--- config.mk ---
export PLATFORM = sky130hd
export DESIGN_NAME = kbd_mmio_responder
export DESIGN_NICKNAME = d
export VERILOG_FILES = /design/src/rtl/kbd_pkg.sv /design/src/rtl/ps2_rx.sv /design/src/rtl/kbd_mmio_responder.sv
export SDC_FILE = /design/constraint.sdc
export NUM_CORES = 1
export LEC_CHECK = 0
export ABC_AREA = 1
export CAP_MARGIN = 5
export CORE_ASPECT_RATIO = 0.75
export CORE_UTILIZATION = 58
export DETAILED_ROUTE_END_ITERATION = 7
export PLACE_DENSITY = 0.89
export SETUP_SLACK_MARGIN = 0.5
export SYNTH_ARGS = -nofsm -noshare
export SYNTH_HDL_FRONTEND = slang
export SYNTH_HIERARCHICAL = 1
export SYNTH_SLANG_ARGS = --single-unit
--- constraint.sdc ---
create_clock -name clk -period 3.4 [get_ports clk]
set_clock_uncertainty 0.1 [all_clocks]
set_input_delay 0.34 -clock clk [delete_from_list [all_inputs] [get_ports clk]]
set_output_delay 0.34 -clock clk [all_outputs]
set_load 0.01 [all_outputs]
--- src/rtl/kbd_pkg.sv ---
`default_nettype none
// ============================================================================
// Module      : kbd_pkg
// Description : Shared definitions for the PS/2 keyboard MMIO responder.
//               Holds the register offsets, STATUS/CTRL bit positions, the
//               MMIO region nibble and the PS/2 receive FSM state encoding.
// Revision    : 1.0 - initial release
// ============================================================================
package kbd_pkg;

    // Upper address nibble of the keyboard window (decoded upstream).
    localparam logic [3:0] KBD_REGION = 4'he;

    // Register offsets (dmem_addr[3:2]).
    localparam logic [1:0] KBD_REG_DATA   = 2'd0;
    localparam logic [1:0] KBD_REG_STATUS = 2'd1;
    localparam logic [1:0] KBD_REG_CTRL   = 2'd2;

    // STATUS bit positions.
    localparam int KBD_ST_NONEMPTY   = 0;
    localparam int KBD_ST_OVERFLOW   = 1;
    localparam int KBD_ST_FRAME_ERR  = 2;
    localparam int KBD_ST_PARITY_ERR = 3;
    localparam int KBD_ST_COUNT_LSB  = 8;
    localparam int KBD_ST_COUNT_W    = 5;

    // CTRL bit positions.
    localparam int KBD_CTRL_FLUSH   = 0;
    localparam int KBD_CTRL_CLR_OVF = 1;
    localparam int KBD_CTRL_CLR_FRM = 2;
    localparam int KBD_CTRL_CLR_PAR = 3;

    // PS/2 receive FSM encoding.
    typedef enum logic [1:0] {
        PS2_IDLE   = 2'd0,
        PS2_DATA   = 2'd1,
        PS2_PARITY = 2'd2,
        PS2_STOP   = 2'd3
    } ps2_state_t;

endpackage
`default_nettype wire

--- src/rtl/ps2_rx.sv ---
`default_nettype none
// ============================================================================
// Module      : ps2_rx
// Description : PS/2 device-to-host frame receiver. Synchronises the keyboard
//               pins, detects ps2_clk falling edges, shifts in start/8 data/
//               parity/stop bits and abandons stalled frames via a watchdog.
//               Optional macro KBD_PARITY_CHECK_EN enables odd-parity
//               checking; otherwise the parity bit is sampled and ignored.
// Ports       : clk, rst (async active-low), ps2_clk/ps2_data (async pins),
//               rx_byte (received byte), byte_valid (1-cycle pulse),
//               frame_err_pulse (bad stop bit), parity_err_pulse.
// Revision    : 1.0 - initial release
// ============================================================================
module ps2_rx
    import kbd_pkg::*;
#(
    parameter int TIMEOUT_CYCLES = 20000
) (
    input  logic       clk,
    input  logic       rst,
    input  logic       ps2_clk,
    input  logic       ps2_data,
    output logic [7:0] rx_byte,
    output logic       byte_valid,
    output logic       frame_err_pulse,
    output logic       parity_err_pulse
);

    localparam int               c_wd_w    = $clog2(TIMEOUT_CYCLES + 1);
    localparam logic [c_wd_w-1:0] c_timeout = c_wd_w'(TIMEOUT_CYCLES);

    logic [1:0]        r_clk_sync;
    logic [1:0]        r_dat_sync;
    logic              r_clk_prev;
    ps2_state_t        r_state;
    ps2_state_t        w_state_next;
    logic [7:0]        r_shift;
    logic [7:0]        w_shift_next;
    logic [2:0]        r_cnt;
    logic [2:0]        w_cnt_next;
    logic [c_wd_w-1:0] r_wdog;
    logic              w_fall;
    logic              w_bit;
    logic              w_timeout;
`ifdef KBD_PARITY_CHECK_EN
    logic              r_par_bad;
    logic              w_par_bad_next;
`endif

    // Pins idle high, so synchronisers reset to 1 to avoid a fake edge.
    always_ff @(posedge clk or negedge rst) begin
        if (!rst) begin
            r_clk_sync <= 2'b11;
            r_dat_sync <= 2'b11;
            r_clk_prev <= 1'b1;
        end else begin
            r_clk_sync <= {r_clk_sync[0], ps2_clk};
            r_dat_sync <= {r_dat_sync[0], ps2_data};
            r_clk_prev <= r_clk_sync[1];
        end
    end

    assign w_fall    = r_clk_prev & ~r_clk_sync[1];
    assign w_bit     = r_dat_sync[1];
    assign w_timeout = (r_state != PS2_IDLE) && (r_wdog == c_timeout);

    // Watchdog: counts idle clocks between falling edges inside a frame.
    always_ff @(posedge clk or negedge rst) begin
        if (!rst) begin
            r_wdog <= '0;
        end else if (w_fall || (r_state == PS2_IDLE)) begin
            r_wdog <= '0;
        end else if (!w_timeout) begin
            r_wdog <= r_wdog + c_wd_w'(1);
        end
    end

    always_ff @(posedge clk or negedge rst) begin
        if (!rst) begin
            r_state   <= PS2_IDLE;
            r_shift   <= '0;
            r_cnt     <= '0;
`ifdef KBD_PARITY_CHECK_EN
            r_par_bad <= 1'b0;
`endif
        end else begin
            r_state   <= w_state_next;
            r_shift   <= w_shift_next;
            r_cnt     <= w_cnt_next;
`ifdef KBD_PARITY_CHECK_EN
            r_par_bad <= w_par_bad_next;
`endif
        end
    end

    always_comb begin
        w_state_next     = r_state;
        w_shift_next     = r_shift;
        w_cnt_next       = r_cnt;
        byte_valid       = 1'b0;
        frame_err_pulse  = 1'b0;
        parity_err_pulse = 1'b0;
`ifdef KBD_PARITY_CHECK_EN
        w_par_bad_next   = r_par_bad;
`endif
        if (w_fall) begin
            case (r_state)
                PS2_IDLE: begin
                    if (!w_bit) begin
                        w_state_next = PS2_DATA;
                        w_cnt_next   = '0;
                    end
                end
                PS2_DATA: begin
                    // LSB first: each new bit enters at the top.
                    w_shift_next = {w_bit, r_shift[7:1]};
                    w_cnt_next   = r_cnt + 3'd1;
                    if (r_cnt == 3'd7) begin
                        w_state_next = PS2_PARITY;
                    end
                end
                PS2_PARITY: begin
`ifdef KBD_PARITY_CHECK_EN
                    // Odd parity: data bits plus parity bit must XOR to 1.
                    w_par_bad_next   = ~(^{r_shift, w_bit});
                    parity_err_pulse = w_par_bad_next;
`endif
                    w_state_next = PS2_STOP;
                end
                default: begin
                    w_state_next = PS2_IDLE;
                    if (w_bit) begin
`ifdef KBD_PARITY_CHECK_EN
                        byte_valid = ~r_par_bad;
`else
                        byte_valid = 1'b1;
`endif
                    end else begin
                        frame_err_pulse = 1'b1;
                    end
                end
            endcase
        end else if (w_timeout) begin
            w_state_next = PS2_IDLE;
        end
    end

    assign rx_byte = r_shift;

endmodule
`default_nettype wire

--- src/rtl/kbd_mmio_responder.sv ---
`default_nettype none
// ============================================================================
// Module      : kbd_mmio_responder
// Description : PS/2 keyboard responder for the 0xe0000000 MMIO window.
//               Buffers received scancodes in a FIFO and serves CPU dmem
//               accesses: DATA (read pops), STATUS, CTRL (flush / clears).
//               Optional macro KBD_PARITY_CHECK_EN enables parity errors.
// Ports       : clk, rst (async active-low), ps2_clk/ps2_data (async pins),
//               kbd_sel, dmem_read_in, dmem_write_in, dmem_addr[3:0],
//               data_from_reg[31:0], kbd_data_out[31:0] (combinational),
//               kbd_irq (FIFO non-empty).
// Revision    : 1.0 - initial release
// ============================================================================
module kbd_mmio_responder
    import kbd_pkg::*;
#(
    parameter int FIFO_DEPTH     = 16,
    parameter int TIMEOUT_CYCLES = 20000
) (
    input  logic        clk,
    input  logic        rst,
    input  logic        ps2_clk,
    input  logic        ps2_data,
    input  logic        kbd_sel,
    input  logic        dmem_read_in,
    input  logic        dmem_write_in,
    input  logic [3:0]  dmem_addr,
    input  logic [31:0] data_from_reg,
    output logic [31:0] kbd_data_out,
    output logic        kbd_irq
);

    localparam int                 c_addr_w = $clog2(FIFO_DEPTH);
    localparam int                 c_ptr_w  = c_addr_w + 1;
    localparam logic [c_ptr_w-1:0] c_depth  = c_ptr_w'(FIFO_DEPTH);

    logic [7:0]         w_rx_byte;
    logic               w_byte_valid;
    logic               w_frame_err_pulse;
    logic               w_parity_err_pulse;
    logic [7:0]         r_mem [FIFO_DEPTH];
    logic [c_ptr_w-1:0] r_wr_ptr;
    logic [c_ptr_w-1:0] r_rd_ptr;
    logic [c_ptr_w-1:0] r_count;
    logic               r_overflow;
    logic               r_frame_err;
    logic               r_parity_err;
    logic [1:0]         w_offset;
    logic               w_nonempty;
    logic               w_full;
    logic               w_pop;
    logic               w_push;
    logic               w_ctrl_wr;
    logic               w_flush;
    logic               w_ovf_set;
    logic [7:0]         w_head;
    logic [31:0]        w_status;
    logic               w_unused_bits;

    ps2_rx #(
        .TIMEOUT_CYCLES (TIMEOUT_CYCLES)
    ) u_ps2_rx (
        .clk              (clk),
        .rst              (rst),
        .ps2_clk          (ps2_clk),
        .ps2_data         (ps2_data),
        .rx_byte          (w_rx_byte),
        .byte_valid       (w_byte_valid),
        .frame_err_pulse  (w_frame_err_pulse),
        .parity_err_pulse (w_parity_err_pulse)
    );

    assign w_offset   = dmem_addr[3:2];
    assign w_nonempty = (r_count != '0);
    assign w_full     = (r_count == c_depth);
    assign w_head     = r_mem[r_rd_ptr[c_addr_w-1:0]];

    assign w_pop     = kbd_sel & dmem_read_in & (w_offset == KBD_REG_DATA) & w_nonempty;
    // A full FIFO still accepts a byte when a pop frees the head this cycle.
    assign w_push    = w_byte_valid & (~w_full | w_pop);
    assign w_ovf_set = w_byte_valid & w_full & ~w_pop;
    assign w_ctrl_wr = kbd_sel & dmem_write_in & (w_offset == KBD_REG_CTRL);
    assign w_flush   = w_ctrl_wr & data_from_reg[KBD_CTRL_FLUSH];

    // Storage has no reset; only slots below count are ever observed.
    always_ff @(posedge clk) begin
        if (w_push && !w_flush) begin
            r_mem[r_wr_ptr[c_addr_w-1:0]] <= w_rx_byte;
        end
    end

    always_ff @(posedge clk or negedge rst) begin
        if (!rst) begin
            r_wr_ptr <= '0;
            r_rd_ptr <= '0;
            r_count  <= '0;
        end else if (w_flush) begin
            r_wr_ptr <= '0;
            r_rd_ptr <= '0;
            r_count  <= '0;
        end else begin
            if (w_push) begin
                r_wr_ptr <= r_wr_ptr + c_ptr_w'(1);
            end
            if (w_pop) begin
                r_rd_ptr <= r_rd_ptr + c_ptr_w'(1);
            end
            if (w_push && !w_pop) begin
                r_count <= r_count + c_ptr_w'(1);
            end else if (w_pop && !w_push) begin
                r_count <= r_count - c_ptr_w'(1);
            end
        end
    end

    // Sticky flags: a set in the same cycle as its clear takes priority.
    always_ff @(posedge clk or negedge rst) begin
        if (!rst) begin
            r_overflow   <= 1'b0;
            r_frame_err  <= 1'b0;
            r_parity_err <= 1'b0;
        end else begin
            r_overflow   <= w_ovf_set |
                            (r_overflow & ~(w_ctrl_wr & data_from_reg[KBD_CTRL_CLR_OVF]));
            r_frame_err  <= w_frame_err_pulse |
                            (r_frame_err & ~(w_ctrl_wr & data_from_reg[KBD_CTRL_CLR_FRM]));
            r_parity_err <= w_parity_err_pulse |
                            (r_parity_err & ~(w_ctrl_wr & data_from_reg[KBD_CTRL_CLR_PAR]));
        end
    end

    always_comb begin
        w_status                                           = '0;
        w_status[KBD_ST_NONEMPTY]                          = w_nonempty;
        w_status[KBD_ST_OVERFLOW]                          = r_overflow;
        w_status[KBD_ST_FRAME_ERR]                         = r_frame_err;
        w_status[KBD_ST_PARITY_ERR]                        = r_parity_err;
        w_status[KBD_ST_COUNT_LSB +: KBD_ST_COUNT_W]       = KBD_ST_COUNT_W'(r_count);
    end

    always_comb begin
        kbd_data_out = '0;
        if (kbd_sel && dmem_read_in) begin
            case (w_offset)
                KBD_REG_DATA: begin
                    if (w_nonempty) begin
                        kbd_data_out = {24'd0, w_head};
                    end
                end
                KBD_REG_STATUS: kbd_data_out = w_status;
                default:        kbd_data_out = '0;
            endcase
        end
    end

    assign kbd_irq = w_nonempty;

    assign w_unused_bits = ^{dmem_addr[1:0], data_from_reg[31:4]};

endmodule
`default_nettype wire

* Yosys cells after proc, flatten, opt, wreduce, memory -nomap -nowiden
Memories as Yosys holds them, arrays and structs flattened.
Cells that the tools add are included.
Widths: inputs -> output; s select.
** Word-level totals
- Register bits :: 51
- Latch bits :: 0
- Memory bits (writable) :: 128
- ROM bits :: 0
- Output and inout bits :: 33
- Memories :: 1
** Operators by class
- Add/sub/neg operators :: 6
- Multiply operators :: 0
- Divide/modulo/power cells :: 0
- Magnitude comparators :: 0
- Equal/unequal tests :: 11
- Shift-type cells :: 0
- Muxes and demuxes :: 27
- Bitwise operators :: 25
- Reduce and logical (&&, ||, !) cells :: 22
** Memories
- r_mem :: depth 16, width 8, read ports 1, clocked after memory_dff 0, write ports 1, line kbd_mmio_responder.sv:41 : logic [7:0] r_mem [FIFO_DEPTH];
** Operators by type and width (count)
- $pmux 32 s2 :: 1
- $mux 5 :: 7
- $mux 32 :: 1
- $mux 15 :: 2
- $and 1x1->1 :: 16
- $add 15x1->15 const B :: 1
- $add 5x1->5 const B :: 3
- $eq 15x15->1 const B :: 1
- $reduce_bool 2->1 :: 5
- $mux 1 :: 8
- $mux 2 :: 4
- $mux 8 :: 1
- $ne 3x3->1 const B :: 2
- $not 1->1 :: 6
- $pmux 2 s3 :: 1
- $pmux 3 s2 :: 1
- $reduce_and 3->1 :: 2
- $eq 5x5->1 const B :: 1
- $logic_and 1x1->1 :: 5
- $reduce_bool 5->1 :: 1
- $sub 5x1->5 const B :: 1
- $eq 2x1->1 const B :: 2
- $eq 2x2->1 const B :: 2
- $logic_not 2->1 :: 2
- 10 further kinds :: 15

* Depth between registers and ports, before layout
- Depth after elaboration :: 10
- Depth in mapped cells :: 13
- Gate-level depth less buffers :: 13

* By module
Netlist, hierarchy kept.
** Modules (own cells, without submodules)
- kbd_mmio_responder :: times used 1, cells an instance 601, area an instance 6560.0 um2
- ps2_rx :: times used 1, cells an instance 217, area an instance 1789.2 um2

* Worst setup path after synthesis
No wires, ideal clock.
- Kind :: reg-to-reg
- From :: reg u_ps2_rx.r_state[0]
- To :: reg r_count[4]
- Data arrival time :: 2.287 ns
- Required time :: 3.183 ns
- Setup slack :: 0.896 ns
- Stages on the path, launching flop included :: 10
- Path buffers :: 0
- Cell sequence :: dfrtp_1 ha_1 inv_1 nor3_1 nand3_2 fa_1 a31oi_1 nand3_1 nand3_1 nand2_1
** On the way
- Word-level cells in the longest chain between the ends :: 8
** RTL lines
- start: declaration :: line ps2_rx.sv:35 : ps2_state_t r_state;
- start signal: assignment :: line ps2_rx.sv:87 : r_state <= w_state_next;
- $eq 2x1->1, or another cell as far along :: line ps2_rx.sv:107 : case (r_state)
- $reduce_or 3->1 (no line) (*)
- $mux 1 (*) :: line ps2_rx.sv:107
- $mux 1 (*) :: line ps2_rx.sv:106 : if (w_fall) begin
- via w_byte_valid :: line kbd_mmio_responder.sv:38 : logic w_byte_valid;
- $and 1x1->1 (*) :: line kbd_mmio_responder.sv:80 : assign w_push = w_byte_valid & (~w_full | w_pop);
- $logic_and 1x1->1 or $logic_not 1->1 (tied branches) :: line kbd_mmio_responder.sv:108, kbd_mmio_responder.sv:110
- $mux 5 or $logic_and 1x1->1 (tied branches) :: line kbd_mmio_responder.sv:108, kbd_mmio_responder.sv:110
- $mux 5 or $reduce_bool 3->1 (tied branches)
- end signal: assignment :: line kbd_mmio_responder.sv:109 : r_count <= r_count + c_ptr_w'(1);
- end signal: assignment :: line kbd_mmio_responder.sv:111 : r_count <= r_count - c_ptr_w'(1);
- end: declaration :: line kbd_mmio_responder.sv:44 : logic [c_ptr_w-1:0] r_count;
Mark *: on every way through the listed nets, which the timed path passes. The rest lies on a longest branch.
A chain may end at the register's enable or synchronous reset.

* Worst setup path after layout
- From :: reg r_rd_ptr[1]
- To :: out kbd_data_out[4]
** On the way
- Word-level cells in the longest chain between the ends :: 4
** RTL lines
- start: declaration :: line kbd_mmio_responder.sv:43 : logic [c_ptr_w-1:0] r_rd_ptr;
- start signal: assignment :: line kbd_mmio_responder.sv:106 : r_rd_ptr <= r_rd_ptr + c_ptr_w'(1);
- $mem_v2 16x8
- $mux 8 :: line kbd_mmio_responder.sv:146 : if (w_nonempty) begin
- $pmux 32 s2 :: line kbd_mmio_responder.sv:144 : case (w_offset)
- $mux 32 :: line kbd_mmio_responder.sv:143 : if (kbd_sel && dmem_read_in) begin
- end: declaration :: line kbd_mmio_responder.sv:29 : output logic [31:0] kbd_data_out,
Every way passes these cells.

==> impl_metrics.tcl <==
set metrics [dict create \
    ant_diodes 0 \
    slew_violations 0 \
    power-per-cell-area_mw_per_mm2 768 \
    die_w_um 141 \
    final-setup-viol-count 0 \
    fin_cells 1044 \
    global_route_hottest_layer "met2" \
    cts-buffers-inserted 17 \
    row_count 37 \
    area_growth_pct 13.5 \
    worst_hold_margin_ns 0.0214 \
    vias 6289 \
    first_iter_violations 905 \
    use_met2 0.450 \
    hold_viol_final 0 \
    final_cell_area_mm2 0.00947 \
    layout.area.seq_mm2 0.00508 \
    criticalPathCategory "flop to output pin" \
    post-place-cells 1009 \
    path_clk_slew_ns 0.07 \
    layout-drive-gt1-share 0.121 \
    core_area_mm2 0.0139 \
    endpoint_kind "output pin" \
    synth-seq-area-share 0.608 \
    grt_util_met3 0.0676 \
    power.static_leakage_nw 3.90 \
    post-route-min-period_ns 2.99 \
    grt_pass1_wl_um 31600 \
    dp_hpwl_um 11900 \
    worst-r2r-setup-slack_ns 0.78 \
    post_synth_instance_area_mm2 0.00835 \
    arrival_ns 2.55 \
    worst-slew-pin-transition_ns 1.11 \
    firstDrtPassIters 5 \
    numClockSinks 177 \
    vias_per_cell 6.02 \
    postRouteAntennaNets 0 \
    initial_utilization 0.601 \
    post-route-drc-count 0 \
    grt_max_degree 70 \
    die-area_mm2 0.0149 \
    dieHeight_um 106 \
    via_count_of_the_first_global_routing_pass 5935 \
    vdd_ir_drop_max_mv 0.499 \
    post-layout-total-power_mw 7.28 \
    period_utilization 0.880 \
    cap_violations 0 \
    multiInputGateArea_mm2 0.00276 \
    synth_async_sr_flop_share 0.277 \
    fin_setup_tns_ns 0 \
    post_drt_wl_per_cell_um 19.4 \
    number_of_buffers_inserted_by_port_buffering 26 \
    synth_ff_type "sky130_fd_sc_hd__edfxtp_1" \
    wl_um 20300 \
    required_ns 2.96 \
    synth-warning-count 6 \
    cts.root.buffer_cell "sky130_fd_sc_hd__clkbuf_16" \
    pre_cts_ws_ns 0.469 \
    grt_usage 0.284 \
    cts-htree-levels 4 \
    min_path_type "input pin to async pin" \
    grt.met1_usage 0.376 \
    ys_ff_latch 177 \
    io-pin-count 76 \
    fmaxAchievable_ghz 0.334 \
    gpl.final_weighted_congestion 0.886 \
    fillcell_total 890 \
    synthCells 818 \
    cp_max_fo 42 \
    result_of_the_run "complete, no violations" \
    rsz0062_at_grt "yes" \
    worstSetupStartpointType "flop" \
    fin_util 0.682 \
    fin_nets 919 \
    cts_tree "built" \
    ys_types 44 \
    layout.cells.most_common_list "131 x sky130_fd_sc_hd__nor2_1, 131 x sky130_fd_sc_hd__nand2_1, 128 x sky130_fd_sc_hd__edfxtp_1, 74 x sky130_fd_sc_hd__o21ai_0, 65 x sky130_fd_sc_hd__inv_1" \
    ctsHoldBuffers 0 \
    clkLatencyLatePin_ns 0.43 \
    slew_headroom 0.261 \
    layout_setup_ws_ns 0.406 \
    overflow 0 \
    count_of_flip_flops_with_a_built_in_enable_after_synthesis 128 \
    avgSynthCellArea_um2 10.2 \
    antenna_violations_before_repair 0 \
    cts-root-to-sink-buffers 2 \
    placed_cell_area_mm2 0.00876 \
]
sequential cells by signal, summed over array words and instances (netlist names):
register / count
r_count: 5
r_frame_err: 1
r_mem: 128
r_overflow: 1
r_parity_err: 1
r_rd_ptr: 4
r_wr_ptr: 4
u_ps2_rx/r_clk_prev: 1
u_ps2_rx/r_clk_sync: 2
u_ps2_rx/r_cnt: 3
u_ps2_rx/r_dat_sync: 2
u_ps2_rx/r_state: 2
u_ps2_rx/r_wdog: 15
u_ps2_rx/rx_byte: 8
power by group:
part           switching (mW)  internal, mW
clock                   0.789          1.14
sequential              0.439          2.70
combinational            1.45         0.757
total                    2.68          4.60
routing by layer:
metal | part of all wire | vias to the layer above
met4 | 0.026 | 0
li1 | - | 2808
met2 | 0.48 | 398
met3 | 0.11 | 58
met5 | 0 | -
met1 | 0.39 | 3025
path summary, 6_finish.rpt:
path / start / end / cells past startpoint
max: r_rd_ptr[1] / kbd_data_out[4] / 8
min: rst / r_rd_ptr[2] / 1
max reg2reg: u_ps2_rx/r_state[0] / r_count[4] / 12
min reg2reg: u_ps2_rx/r_dat_sync[0] / u_ps2_rx/r_dat_sync[1] / 0
max in group asynchronous: rst / r_rd_ptr[0] / 1
min in group clk: ps2_clk / u_ps2_rx/r_clk_sync[0] / 1
Yosys cell counts (2+ instances only):
master	count	area, µm²
sky130_fd_sc_hd__nand3_1	62	310
sky130_fd_sc_hd__nand3_2	4	40.0
sky130_fd_sc_hd__o21ai_1	6	30.0
sky130_fd_sc_hd__dfrtp_1	44	1100
sky130_fd_sc_hd__nand4_1	7	43.8
sky130_fd_sc_hd__xor2_1	3	26.3
sky130_fd_sc_hd__a21oi_1	20	100
sky130_fd_sc_hd__ha_1	18	225
sky130_fd_sc_hd__nor3_2	2	20.0
sky130_fd_sc_hd__inv_2	7	26.3
sky130_fd_sc_hd__o21ai_0	74	370
sky130_fd_sc_hd__nand3_4	2	35.0
sky130_fd_sc_hd__conb_1	2	7.51
sky130_fd_sc_hd__nand2_1	131	492
sky130_fd_sc_hd__nor2_8	2	40.0
sky130_fd_sc_hd__clkbuf_1	6	22.5
sky130_fd_sc_hd__o211ai_1	12	90.1
sky130_fd_sc_hd__buf_4	29	218
sky130_fd_sc_hd__nor2_1	131	492
sky130_fd_sc_hd__o22ai_1	8	50.1
sky130_fd_sc_hd__edfxtp_1	128	3840
sky130_fd_sc_hd__buf_2	10	50.1
sky130_fd_sc_hd__nor2_2	3	18.8
sky130_fd_sc_hd__nand2_2	3	18.8
sky130_fd_sc_hd__nor2_4	5	56.3
sky130_fd_sc_hd__nand2_4	6	67.6
sky130_fd_sc_hd__inv_1	66	248
sky130_fd_sc_hd__nor3_1	7	35.0
sky130_fd_sc_hd__dfstp_2	5	131
repair_timing:
item                                    CTS  global route
pin swaps                                 0             1
endpoints found under the setup margin    8             7
buffers inserted                          0             1
cloned                                    1             2
resized for setup                        10             9
logic make-up after synthesis:
kind of cell,count (synthesis),share of synthesized area
flip-flops,177,0.608
XOR/XNOR,3,0.00315
multiplexers,1,0.00135
buffers and inverters,123,0.0715
other,2,0.000899
AND/OR/NAND/NOR,369,0.205
AO/OA/AOI/OAI,124,0.0803
adder cells (fa/ha/maj),19,0.0294
critical path, cell delays in order, from the launching register on:
cell and delay, ns:
sky130_fd_sc_hd__dfrtp_1 0.42, sky130_fd_sc_hd__buf_12 0.22, sky130_fd_sc_hd__o21ai_0 0.15, sky130_fd_sc_hd__o22ai_1 0.23
sky130_fd_sc_hd__nand2_1 0.09, sky130_fd_sc_hd__nand2_1 0.11, sky130_fd_sc_hd__nand2_1 0.10, sky130_fd_sc_hd__a21oi_2 0.20
sky130_fd_sc_hd__clkdlybuf4s50_1 0.56
layout make-up:
cell class / count / share of cell area
sequential: 177 / 0.536
multi-input combinational: 536 / 0.292
timing repair buffer: 50 / 0.0580
clock buffer: 19 / 0.0457
inverter: 75 / 0.0306
tap: 175 / 0.0231
clock inverter: 12 / 0.0151
No activity file was read; power rests on OpenSTA's default activity.
